[src/rtl/lsu_pkg.sv]
// Shared types for the load/store unit: size encodings, FSM states and the latched request.
package lsu_pkg;

  localparam int unsigned XLEN_W = 32;

  localparam logic [1:0] SZ_B = 2'b00;
  localparam logic [1:0] SZ_H = 2'b01;
  localparam logic [1:0] SZ_W = 2'b10;

  typedef enum logic [1:0] {
    LSU_IDLE = 2'd0,
    LSU_RD   = 2'd1,
    LSU_WR   = 2'd2,
    LSU_RESP = 2'd3
  } lsu_state_e;

  typedef struct packed {
    logic              store;
    logic [1:0]        size;
    logic              is_unsigned;
    logic [XLEN_W-1:0] addr;
    logic [XLEN_W-1:0] wdata;
  } lsu_req_t;

  // Size code 11 behaves as a word access.
  function automatic logic is_word(input logic [1:0] size);
    return size[1];
  endfunction

endpackage

[src/rtl/lsu_align.sv]
// Combinational lane handling: misalign check, load extraction/extension, subword store merge.
module lsu_align
  import lsu_pkg::*;
(
  input  logic [1:0]        size,
  input  logic              is_unsigned,
  input  logic [1:0]        addr,
  input  logic [XLEN_W-1:0] wdata,
  input  logic [XLEN_W-1:0] rword,
  output logic              misalign_c,
  output logic [XLEN_W-1:0] load_c,
  output logic [XLEN_W-1:0] merge_c
);

  logic [7:0]  b_lane;
  logic [15:0] h_lane;

  always_comb begin
    misalign_c = 1'b0;
    if (size == SZ_H) begin
      misalign_c = addr[0];
    end else if (is_word(size)) begin
      misalign_c = (addr != 2'b00);
    end

    b_lane  = 8'(rword >> {addr, 3'b000});
    h_lane  = 16'(rword >> {addr[1], 4'b0000});
    load_c  = rword;
    merge_c = wdata;

    // Word accesses pass through untouched: read word for loads, store data for writes.
    case (size)
      SZ_B: begin
        load_c  = is_unsigned ? {24'b0, b_lane} : {{24{b_lane[7]}}, b_lane};
        merge_c = rword;
        merge_c[{addr, 3'b000} +: 8] = wdata[7:0];
      end
      SZ_H: begin
        load_c  = is_unsigned ? {16'b0, h_lane} : {{16{h_lane[15]}}, h_lane};
        merge_c = rword;
        merge_c[{addr[1], 4'b0000} +: 16] = wdata[15:0];
      end
      default: ;
    endcase
  end

endmodule

[src/rtl/lsu.sv]
// MEM-stage load/store unit: one request at a time, word-wide cache port, RMW for SB/SH.
module lsu
  import lsu_pkg::*;
#(
  parameter int unsigned XLEN           = 32,
  parameter bit          MISALIGN_CHECK = 1'b1
) (
  input  logic            clk,
  input  logic            rst,
  input  logic            req_valid,
  output logic            req_ready,
  input  logic            req_store,
  input  logic [1:0]      req_size,
  input  logic            req_unsigned,
  input  logic [XLEN-1:0] req_addr,
  input  logic [XLEN-1:0] req_wdata,
  output logic            resp_valid,
  output logic [XLEN-1:0] resp_rdata,
  output logic            resp_misalign,
  output logic            dc_r_enable,
  output logic [XLEN-1:0] dc_r_addr,
  input  logic [XLEN-1:0] dc_r_data,
  output logic            dc_w_enable,
  output logic [XLEN-1:0] dc_w_addr,
  output logic [XLEN-1:0] dc_w_data
);

  lsu_state_e state_q, state_d;
  lsu_req_t   req_q, req_d, in_req;

  logic [XLEN_W-1:0] in_addr;
  logic [1:0]        al_size;
  logic              al_uns;
  logic [1:0]        al_addr;
  logic [XLEN_W-1:0] al_wdata;
  logic              misalign_c, miss_c, miss_d;
  logic [XLEN_W-1:0] load_c, merge_c;

  logic              ready_d, rv_d, ren_d, wen_d, mis_d;
  logic [XLEN_W-1:0] raddr_d, waddr_d, wdata_d, rdata_d;

  // With the check disabled, offending low address bits are cleared before latching.
  always_comb begin
    in_addr = req_addr;
    if (!MISALIGN_CHECK) begin
      if (req_size == SZ_H) begin
        in_addr[0] = 1'b0;
      end else if (is_word(req_size)) begin
        in_addr[1:0] = 2'b00;
      end
    end
    in_req = '{store: req_store, size: req_size, is_unsigned: req_unsigned,
               addr: in_addr, wdata: req_wdata};
  end

  // The aligner looks at the incoming request in IDLE and the latched one otherwise.
  always_comb begin
    if (state_q == LSU_IDLE) begin
      al_size  = req_size;
      al_uns   = req_unsigned;
      al_addr  = req_addr[1:0];
      al_wdata = req_wdata;
    end else begin
      al_size  = req_q.size;
      al_uns   = req_q.is_unsigned;
      al_addr  = req_q.addr[1:0];
      al_wdata = req_q.wdata;
    end
  end

  lsu_align u_align (
    .size        (al_size),
    .is_unsigned (al_uns),
    .addr        (al_addr),
    .wdata       (al_wdata),
    .rword       (dc_r_data),
    .misalign_c  (misalign_c),
    .load_c      (load_c),
    .merge_c     (merge_c)
  );

  assign miss_c = MISALIGN_CHECK && misalign_c;

  always_ff @(posedge clk or negedge rst) begin
    if (!rst) begin
      state_q <= LSU_IDLE;
      req_q   <= '0;
    end else begin
      state_q <= state_d;
      req_q   <= req_d;
    end
  end

  // Next state plus next values of every registered output.
  always_comb begin
    state_d = state_q;
    req_d   = req_q;
    miss_d  = 1'b0;
    case (state_q)
      LSU_IDLE: begin
        if (req_valid) begin
          req_d  = in_req;
          miss_d = miss_c;
          if (miss_c) begin
            state_d = LSU_RESP;
          end else if (req_store && is_word(req_size)) begin
            state_d = LSU_WR;
          end else begin
            state_d = LSU_RD;
          end
        end
      end
      LSU_RD:   state_d = req_q.store ? LSU_WR : LSU_RESP;
      LSU_WR:   state_d = LSU_RESP;
      LSU_RESP: state_d = LSU_IDLE;
      default:  state_d = LSU_IDLE;
    endcase

    ready_d = (state_d == LSU_IDLE);
    rv_d    = (state_d == LSU_RESP);
    ren_d   = (state_d == LSU_RD);
    wen_d   = (state_d == LSU_WR);
    raddr_d = ren_d ? {req_d.addr[XLEN_W-1:2], 2'b00} : '0;
    waddr_d = wen_d ? {req_d.addr[XLEN_W-1:2], 2'b00} : '0;
    wdata_d = wen_d ? merge_c : '0;
    rdata_d = resp_rdata;
    mis_d   = resp_misalign;
    if (rv_d) begin
      mis_d   = miss_d;
      rdata_d = (state_q == LSU_RD) ? load_c : '0;
    end
  end

  always_ff @(posedge clk or negedge rst) begin
    if (!rst) begin
      req_ready     <= 1'b1;
      resp_valid    <= 1'b0;
      resp_rdata    <= '0;
      resp_misalign <= 1'b0;
      dc_r_enable   <= 1'b0;
      dc_r_addr     <= '0;
      dc_w_enable   <= 1'b0;
      dc_w_addr     <= '0;
      dc_w_data     <= '0;
    end else begin
      req_ready     <= ready_d;
      resp_valid    <= rv_d;
      resp_rdata    <= rdata_d;
      resp_misalign <= mis_d;
      dc_r_enable   <= ren_d;
      dc_r_addr     <= raddr_d;
      dc_w_enable   <= wen_d;
      dc_w_addr     <= waddr_d;
      dc_w_data     <= wdata_d;
    end
  end

endmodule

[config.mk]
export PLATFORM = sky130hd
export DESIGN_NAME = lsu
export DESIGN_NICKNAME = d
export VERILOG_FILES = /design/src/rtl/lsu_pkg.sv /design/src/rtl/lsu_align.sv /design/src/rtl/lsu.sv
export SDC_FILE = /design/constraint.sdc
export NUM_CORES = 1
export LEC_CHECK = 0
export CORE_MARGIN = 5
export CORE_UTILIZATION = 51
export CTS_BUF_LIST = sky130_fd_sc_hd__clkbuf_4 sky130_fd_sc_hd__clkbuf_8
export DETAILED_ROUTE_END_ITERATION = 16
export PLACE_DENSITY = 0.9
export SLEW_MARGIN = 15
export SYNTH_ARGS = -nofsm -noshare
export SYNTH_HDL_FRONTEND = slang
export SYNTH_SLANG_ARGS = --single-unit
[constraint.sdc]
create_clock -name clk -period 4.3 [get_ports clk]
set_clock_uncertainty 0.05 [all_clocks]
set_input_delay 0.645 -clock clk [delete_from_list [all_inputs] [get_ports clk]]
set_output_delay 0.645 -clock clk [all_outputs]
set_load 0.02 [all_outputs]
==> results of run 1 <==
final timing paths:
path,from,endpoint
setup / recovery,state_q[0]$_DFF_PN0_,resp_rdata[31]$_DFFE_PN0P_
hold / removal,rst,dc_r_addr[11]$_DFF_PN0_
setup reg to reg,state_q[0]$_DFF_PN0_,resp_rdata[31]$_DFFE_PN0P_
hold reg to reg,resp_misalign$_DFFE_PN0P_,resp_misalign$_DFFE_PN0P_
max in group asynchronous,rst,req_ready$_DFF_PN1_
min in group clk,resp_misalign$_DFFE_PN0P_,resp_misalign$_DFFE_PN0P_
sequential cells by signal, indices dropped and copies added (netlist names):
signal         count
dc_w_data         32
dc_w_addr         30
state_q            2
req_q             68
req_ready          1
resp_misalign      1
dc_w_enable        1
resp_rdata        32
dc_r_enable        1
resp_valid         1
dc_r_addr         30
routing by layer:
layer / share of wire / vias to the layer above / wire length [um]
li1: - / 3270 / -
met1: 0.37 / 3571 / 10250
met4: 0.034 / 0 / 951
met2: 0.46 / 461 / 12850
met5: 0 / - / 0
met3: 0.13 / 89 / 3652
placed cells by master, fill, tap and decap left out, types with 3 or more instances in the layout:
cell             instances
clkdlybuf4s50_1        230
dfrtp_1                198
nor2_1                 101
mux2i_1                 62
inv_1                   43
mux2_2                  43
a21oi_1                 38
nand2_1                 36
o21ai_0                 27
clkbuf_8                18
o21a_1                  14
buf_4                   14
nor2b_1                 12
nand3_1                 12
nor3_1                  10
o31ai_1                 10
o211ai_1                 9
a31oi_1                  9
o31ai_2                  9
a221oi_1                 9
o2bb2ai_1                9
o22ai_1                  8
o221a_2                  8
a22o_1                   8
a22oi_1                  8
o221ai_1                 6
a211oi_1                 5
clkinv_2                 4
ha_1                     4
conb_1                   4
inv_6                    4
clkinv_4                 3
a32o_1                   3
nor3b_1                  3
a2111oi_2                3
cell type report:
class                           instances  area, um^2  area share
Multi-Input combinational cell        509        3651      0.3059
Clock buffer                           17       234.0     0.01961
Inverter                               46       178.9     0.01499
Clock inverter                         14       166.4     0.01394
Tap cell                              225       281.5     0.02359
Sequential cell                       199        4981      0.4174
Timing Repair Buffer                  246        2441      0.2046
worst register-to-register path, stage by stage, from the launching register on:
cell and delay (ns):
dfrtp_1 0.41, inv_1 0.11, ha_2 0.45, buf_4 0.63, nor3_1 0.21, nor2_2 0.16
buf_4 0.31, a211oi_4 0.08, o31ai_4 0.85, o31ai_1 0.17
logic make-up after synthesis:
group | Yosys count | synth area share
other cells | 1 | 0.0004120
buf+inv | 102 | 0.05416
simple gates | 196 | 0.09844
compound gates | 196 | 0.1658
mux | 108 | 0.1270
fa+ha+maj | 5 | 0.006874
flops | 199 | 0.5473
metrics by stage:
stage / instances / cell area [um^2]
2_1_floorplan: 810 / 9112
3_3_place_gp: 1225 / 11530
3_5_place_dp: 1225 / 11530
4_1_cts: 1256 / 11930
5_1_grt: 1256 / 11930
6_report: 1256 / 11930
power breakdown:
group | internal [uW] | total [uW] | leakage, uW | switching, uW
Combinational | 2160 | 5590 | 0.00260 | 3430
Clock | 532 | 1230 | 0.000208 | 698
Sequential | 2580 | 2910 | 0.00257 | 325
==> impl_metrics.py, run 1 <==
metrics = {
    "logic_synthesis": {
        "syn_avg_cell_area_um2": 11.28,
        "synth.most_common_cell": "dfrtp_1",
        "netlist_area_mm2": 0.009101,
        "synthArstFlopShare": 1.000,
        "yosysSeqAreaShare": 0.5473,
        "synth.distinct_cells": 69,
        "yosys_most_used_dff": "dfrtp_1",
        "synth_common_cells": "dfrtp_1, nor2_1, mux2i_1",
        "ys_ff_latch": 199,
        "synth_edf_count": 0,
        "synth_warnings": 0,
        "yosysTopAreaCellShare": 0.5444,
        "synthTopCellsByArea": "dfrtp_1, mux2i_1, mux2_2",
        "synthCells": 807,
        "yosysTopAreaCell": "dfrtp_1",
    },
    "die": {
        "rows": 48,
        "start_util": 0.5226,
        "core_area_mm2": 0.01742,
        "fp.dieW_um": 143.6,
        "die_height_um": 143.6,
        "die-area_mm2": 0.02062,
        "ioPinCount": 236,
    },
    "min_path": {
        "hold_class": "in -> async",
    },
    "routing": {
        "detail_route.iter0.violations": 848,
        "ant_nets": 0,
        "vias": 7391,
        "vias_per_cell": 5.885,
        "drc": 0,
        "detail_route.wl_per_cell_um": 22.06,
        "drtPass1Iterations": 8,
        "routed_wl_um": 27710,
    },
    "sta": {
        "relSlewSlack": 0.2883,
        "fin_setup_tns_ns": 0,
        "max_freq_mhz": 278.9,
        "fin_crit_ns": 3.585,
        "setup_viol": 0,
        "setup_ws_ns": 0.7146,
        "worst_pin_slew_ns": 1.068,
        "finalMaxSlewViolations": 0,
        "grt_setup_unrepaired": "false",
        "period_share": 0.8338,
        "hold_violations": 0,
        "hold_ws_ns": 0.2388,
    },
    "final_layout": {
        "drive_above_1_share": 0.1329,
        "post-route-util": 0.6852,
        "diodes": 0,
        "fillers": 1294,
        "fin_nets": 1127,
        "area_delta_synth_final_pct": 31.12,
    },
    "grt": {
        "use_met2": 0.4287,
        "grt_overflow": 0,
        "grt_pass1_wl_um": 42060,
        "grt_usage": 0.2694,
        "use_met3": 0.1012,
        "grt_max_degree": 120,
        "antenna_found_initial": 0,
        "met1_usage": 0.3402,
        "grt_pass1_vias": 7442,
        "busiest_layer": "met2",
    },
    "worst_setup_path": {
        "slowest_delay_ns": 0.85,
        "cp_cell_sequence": "inv_1 > ha_2 > buf_4 > nor3_1 > nor2_2 > buf_4 > a211oi_4 > o31ai_4 > o31ai_1",
        "path_delay_family": "compound AO/OA/AOI/OAI gates",
        "critPathKind": "reg -> reg",
        "endpoint_kind": "flop",
        "r2r_cells": 9,
        "crit_top_cell": "buf_4",
        "cp.depth": 9,
        "path_buf_inv": 3,
        "critPathLaunchType": "flop",
        "cp_max_fo": 46,
        "worstPathRequired_ns": 4.57,
        "cp.arrival_ns": 3.86,
        "critPathSlowestCell": "o31ai_4",
        "reg2reg_slack_ns": 0.71,
    },
    "cts": {
        "numCtsBuffers": 17,
        "cts_resized": 0,
        "cts_setup_buffers": 0,
        "cts_tree": "yes",
        "root_buffer": "clkbuf_8",
        "clkLatencyLatePin_ns": 0.47,
        "cts_hold_buffers": 0,
        "cts.clk_slew.worst_paths_ns": 0.10,
        "clock-sinks": 199,
        "htreeDepth": 4,
        "cts_buffer_depth": 2,
    },
    "pwr": {
        "leakage_uw": 0.005381,
        "power_uw": 9728,
        "p_per_area_mw_per_mm2": 815.2,
        "ir_worst_vdd_mv": 0.4010,
    },
    "run": {
        "cap_violations": 0,
    },
    "place": {
        "hpwlAfterDp_um": 20200,
        "place_congestion": 0.9972,
        "pre_cts_slack_ns": 0.6293,
        "numPortBuffers": 231,
    },
    "run_status": {
        "outcome": "finished, final reports clean",
    },
}
Power figures use the tool's default switching activity.
==> run 2: changes to the inputs <==
Clock period 4.3 ns to 3.4 ns, I/O delays scaled along.
==> impl_metrics.py, run 2 (synthesis gave the netlist of run 1 again) <==
metrics = {
    "sta": {
        "setup_viol": 0,
        "worst_pin_slew_ns": 1.028,
        "max_freq_mhz": 318.8,
        "grt_setup_unrepaired": "false",
        "finalMaxSlewViolations": 0,
        "period_share": 0.9226,
        "hold_violations": 4,
        "fin_crit_ns": 3.137,
        "relSlewSlack": 0.3148,
        "fin_setup_tns_ns": 0,
        "hold_ws_ns": -0.01042,
    },
    "grt": {
        "antenna_found_initial": 0,
        "grt_max_degree": 87,
        "grt_overflow": 0,
        "grt_usage": 0.2696,
        "use_met2": 0.4297,
        "grt_pass1_wl_um": 42340,
        "grt_pass1_vias": 7519,
        "busiest_layer": "met2",
        "met1_usage": 0.3437,
        "use_met3": 0.09983,
    },
    "final_layout": {
        "fin_nets": 1139,
        "diodes": 0,
        "top_regs": "req_q: 68 flops, dc_w_data: 32 flops, resp_rdata: 32 flops",
        "largest_reg_flops": 68,
        "fin_area_mm2": 0.01205,
        "mostFrequentLayoutCells": "clkdlybuf4s50_1, dfrtp_1, nor2_1, mux2i_1",
        "top_register": "req_q",
        "mostFrequentLayoutCell": "clkdlybuf4s50_1",
        "drive_above_1_share": 0.1437,
        "area_delta_synth_final_pct": 32.36,
    },
    "cts": {
        "clkLatencyLatePin_ns": 0.48,
        "cts_tree": "yes",
        "numCtsBuffers": 17,
        "cts_setup_buffers": 0,
        "clock-sinks": 199,
        "root_buffer": "clkbuf_8",
        "cts.clk_slew.worst_paths_ns": 0.11,
        "cts_hold_buffers": 0,
        "cts_resized": 0,
        "cts_buffer_depth": 2,
        "htreeDepth": 4,
    },
    "min_path": {
        "hold_class": "in -> async",
    },
    "pwr": {
        "switching_share": 0.4567,
        "p_int_uw": 6714,
        "p_comb_frac": 0.578,
        "p_seq_frac": 0.297,
        "p_per_area_mw_per_mm2": 1026,
        "ir_worst_vdd_mv": 0.5301,
        "switchingPower_uw": 5644,
        "pwr-share-clk": 0.125,
        "leakage_uw": 0.005444,
    },
    "die": {
        "die_height_um": 143.6,
        "die-area_mm2": 0.02062,
        "fp.dieW_um": 143.6,
        "core_area_mm2": 0.01742,
        "rows": 48,
        "start_util": 0.5226,
        "ioPinCount": 236,
    },
    "worst_setup_path": {
        "critPathLaunchType": "flop",
        "cp.arrival_ns": 3.47,
        "endpoint_kind": "flop",
        "r2r_cells": 9,
        "critPathKind": "reg -> reg",
        "cp_max_fo": 26,
        "cp_cell_sequence": "inv_1 > ha_2 > buf_4 > buf_4 > mux2i_1 > nor2_1 > a31oi_1 > o221a_2 > nor2_1",
        "regToRegEndpoint": "dc_w_data[19]$_DFF_PN0_",
        "critPathSlowestCell": "mux2i_1",
        "slowest_delay_ns": 0.59,
        "reg2reg_slack_ns": 0.26,
        "worstPathRequired_ns": 3.73,
        "r2r_start": "state_q[0]$_DFF_PN0_",
    },
    "place": {
        "dpl_cell_area_mm2": 0.01165,
        "hpwlAfterDp_um": 20460,
        "place_congestion": 1.049,
        "numPortBuffers": 231,
    },
    "routing": {
        "routed_wl_um": 27640,
        "detail_route.iter0.violations": 808,
        "drc": 0,
        "ant_nets": 0,
        "vias_per_cell": 5.786,
        "vias": 7342,
        "drtPass1Iterations": 5,
        "detail_route.wl_per_cell_um": 21.78,
    },
    "run": {
        "cap_violations": 0,
    },
    "run_status": {
        "outcome": "finished with violations",
        "violations": "negative hold slack",
    },
}
[run 2: how the worst max path moves through the flow]
stage                          from                         to  slack [ns]
4_1_cts        state_q[0]$_DFF_PN0_  resp_rdata[6]$_DFFE_PN0P_        0.29
3_5_place_dp            req_addr[1]  resp_rdata[6]$_DFFE_PN0P_        0.27
5_1_grt        state_q[0]$_DFF_PN0_  resp_rdata[0]$_DFFE_PN0P_        0.13
6_report       state_q[0]$_DFF_PN0_    dc_w_data[19]$_DFF_PN0_        0.26
3_3_place_gp   state_q[0]$_DFF_PN0_    dc_w_data[17]$_DFF_PN0_        0.36
2_1_floorplan  state_q[0]$_DFF_PN0_    dc_w_addr[24]$_DFF_PN0_        0.32
[run 2: worst max-delay path, delay by kind of cell (launching register included)]
family,cells,cell delay (ns)
and+or+nand+nor,2,0.22
DFF,1,0.43
AOI/OAI and AO/OA,2,0.40
adders and majority gates,1,0.34
muxes,1,0.59
buffers and inverters,3,0.99
[run 2: per-stage QoR]
step,util,total power (uW),std cells,worst slack (ns),hold slack (ns)
floorplan,-,8349,810,0.3238,0.1644
global placement,0.6688,10550,1237,0.3590,0.4325
detailed placement,0.6688,10770,1237,0.2728,0.4321
CTS,0.6917,12310,1269,0.2890,0.03514
global route,0.6917,13090,1269,0.1316,0.04700
finish,0.6917,12360,1269,0.2632,-0.01042
[run 2: layout make-up]
type,count,area (um^2)
Inverter,46,178.9
Fill cell,1282,5370
Clock buffer,18,241.5
Sequential cell,199,4981
Tap cell,225,281.5
Multi-Input combinational cell,509,3651
Clock inverter,14,156.4
Timing Repair Buffer,258,2556
[run 2: power by group through the flow]
| stage | Combinational [uW] | Clock [uW] | Sequential (uW) |
|---|---|---|---|
| floorplan | 4210 | 0 | 4140 |
| global placement | 6870 | 0 | 3680 |
| detailed placement | 7040 | 0 | 3720 |
| CTS | 7070 | 1560 | 3680 |
| global route | 7670 | 1650 | 3770 |
| finish | 7140 | 1550 | 3670 |
[run 2: per-layer routing]
layer / vias to the layer above / wire [um] / share of wire
met3: 65 / 3524 / 0.13
met5: - / 0 / 0
met1: 3530 / 10450 / 0.38
li1: 3303 / - / -
met2: 444 / 12900 / 0.47
met4: 0 / 761 / 0.028
==> run 3: changes to the inputs <==
Settings changed: CORE_UTILIZATION 51 to 49, CTS_BUF_LIST sky130_fd_sc_hd__clkbuf_4 sky130_fd_sc_hd__clkbuf_8 to sky130_fd_sc_hd__clkbuf_16, PLACE_DENSITY 0.9 to 0.87, SLEW_MARGIN 15 to 20.
==> impl_metrics.py, run 3 (synthesis gave the netlist of run 1 again) <==
metrics = {
    "sta": {
        "period_share": 0.9168,
        "setup_viol": 0,
        "hold_violations": 0,
        "worst_pin_slew_ns": 0.8584,
        "fin_setup_tns_ns": 0,
        "hold_ws_ns": 0.1069,
        "max_freq_mhz": 320.8,
        "relSlewSlack": 0.4277,
        "finalMaxSlewViolations": 0,
        "grt_setup_unrepaired": "false",
        "fin_crit_ns": 3.117,
    },
    "pwr": {
        "ir_worst_vdd_mv": 0.5355,
        "power_uw": 12950,
        "p_int_uw": 7127,
        "p_per_area_mw_per_mm2": 1053,
        "p_seq_frac": 0.284,
        "pwr-share-clk": 0.160,
        "switching_share": 0.4494,
        "p_comb_frac": 0.556,
        "switchingPower_uw": 5818,
        "leakage_uw": 0.005541,
    },
    "worst_setup_path": {
        "worstPathRequired_ns": 3.66,
        "endpoint_kind": "flop",
        "critPathLaunchType": "flop",
        "critPathKind": "reg -> reg",
        "cp_max_fo": 20,
        "reg2reg_slack_ns": 0.28,
        "cp.arrival_ns": 3.38,
        "r2r_start": "state_q[0]$_DFF_PN0_",
        "r2r_cells": 9,
        "regToRegEndpoint": "resp_rdata[12]$_DFFE_PN0P_",
    },
    "final_layout": {
        "mostFrequentLayoutCells": "clkdlybuf4s50_1, dfrtp_1, nor2_1, mux2i_1",
        "top_register": "req_q",
        "area_delta_synth_final_pct": 35.10,
        "drive_above_1_share": 0.1429,
        "largest_reg_flops": 68,
        "top_regs": "req_q: 68 flops, dc_w_data: 32 flops, resp_rdata: 32 flops",
        "fin_nets": 1138,
        "diodes": 0,
        "mostFrequentLayoutCell": "clkdlybuf4s50_1",
    },
    "cts": {
        "cts_resized": 0,
        "numCtsBuffers": 17,
        "cts_buffer_depth": 2,
        "cts.clk_slew.worst_paths_ns": 0.08,
        "htreeDepth": 4,
        "clkLatencyLatePin_ns": 0.44,
        "cts_tree": "yes",
        "cts_hold_buffers": 0,
        "clock-sinks": 199,
        "root_buffer": "clkbuf_16",
        "cts_setup_buffers": 0,
    },
    "routing": {
        "drc": 0,
        "vias_per_cell": 5.830,
        "routed_wl_um": 27920,
        "drtPass1Iterations": 8,
        "vias": 7416,
        "detail_route.wl_per_cell_um": 21.95,
        "detail_route.iter0.violations": 736,
        "ant_nets": 0,
    },
    "grt": {
        "grt_overflow": 0,
        "antenna_found_initial": 0,
        "grt_usage": 0.2630,
        "grt_pass1_wl_um": 44080,
        "grt_pass1_vias": 7738,
        "grt_max_degree": 109,
    },
    "die": {
        "die-area_mm2": 0.02140,
        "start_util": 0.5015,
        "die_height_um": 146.3,
        "ioPinCount": 236,
        "fp.dieW_um": 146.3,
        "rows": 49,
        "core_area_mm2": 0.01815,
    },
    "place": {
        "hpwlAfterDp_um": 20430,
        "place_congestion": 0.9605,
        "numPortBuffers": 231,
    },
    "run": {
        "cap_violations": 0,
    },
    "min_path": {
        "hold_class": "in -> async",
    },
    "run_status": {
        "outcome": "finished, final reports clean",
    },
}
==> run 3: cell count changes in the layout (fill, tap and decap cells not counted), sizes merged <==
cell	delta
buf	-1
bufinv	-1
clkbuf	-1
clkinv	+2
clkinvlp	+1
inv	-1
==> run 3: metal layers <==
layer / GRT usage / vias to the layer above / wire length, um
met5: 0 / - / 0
met4: 0.1040 / 0 / 1106
met3: 0.1147 / 93 / 3588
met2: 0.4103 / 449 / 12770
met1: 0.3234 / 3571 / 10450
li1: - / 3303 / -
==> run 3: worst max path at each step <==
stage / from / endpoint / depth (start not counted)
floorplan: state_q[0]$_DFF_PN0_ / dc_w_addr[24]$_DFF_PN0_ / 13
global placement: req_addr[1] / dc_w_data[23]$_DFF_PN0_ / 7
detailed placement: req_addr[1] / dc_w_data[21]$_DFF_PN0_ / 7
CTS: state_q[0]$_DFF_PN0_ / resp_rdata[18]$_DFFE_PN0P_ / 10
global route: state_q[0]$_DFF_PN0_ / resp_rdata[12]$_DFFE_PN0P_ / 9
finish: state_q[0]$_DFF_PN0_ / resp_rdata[12]$_DFFE_PN0P_ / 9
==> run 3: worst max-delay path: stages, from the launching register on <==
cell	delay, ns
dfrtp_1	0.41
inv_1	0.10
ha_2	0.33
buf_4	0.32
nor2b_1	0.28
a22o_1	0.52
nor2_1	0.21
buf_4	0.22
a221oi_1	0.42
o2bb2ai_1	0.11
==> run 3: per-stage QoR <==
step	util	worst slack, ns	cell area [um^2]	cells
after global routing	0.6775	0.1353	12300	1272
after CTS	0.6775	0.3231	12300	1272
after floorplan	-	0.3238	9112	810
after detailed placement	0.6431	0.2698	11670	1240
after global placement	0.6431	0.3059	11670	1240
final	0.6775	0.2828	12300	1272
==> run 3: power by group through the flow <==
stage,Sequential [uW],Clock [uW],Combinational (uW)
after floorplan,4140,0,4210
after global placement,3680,0,6940
after detailed placement,3720,0,7100
after CTS,3680,2120,7130
after global routing,3780,2210,7750
final,3680,2070,7190
==> run 3: cell type report <==
class	instances	area, um^2
fill	1390	5852
sequential	199	4981
multi-input combinational	509	3651
timing repair buffer	257	2574
clock buffer	17	425.4
tap	229	286.5
clock inverter	15	198.9
inverter	46	178.9
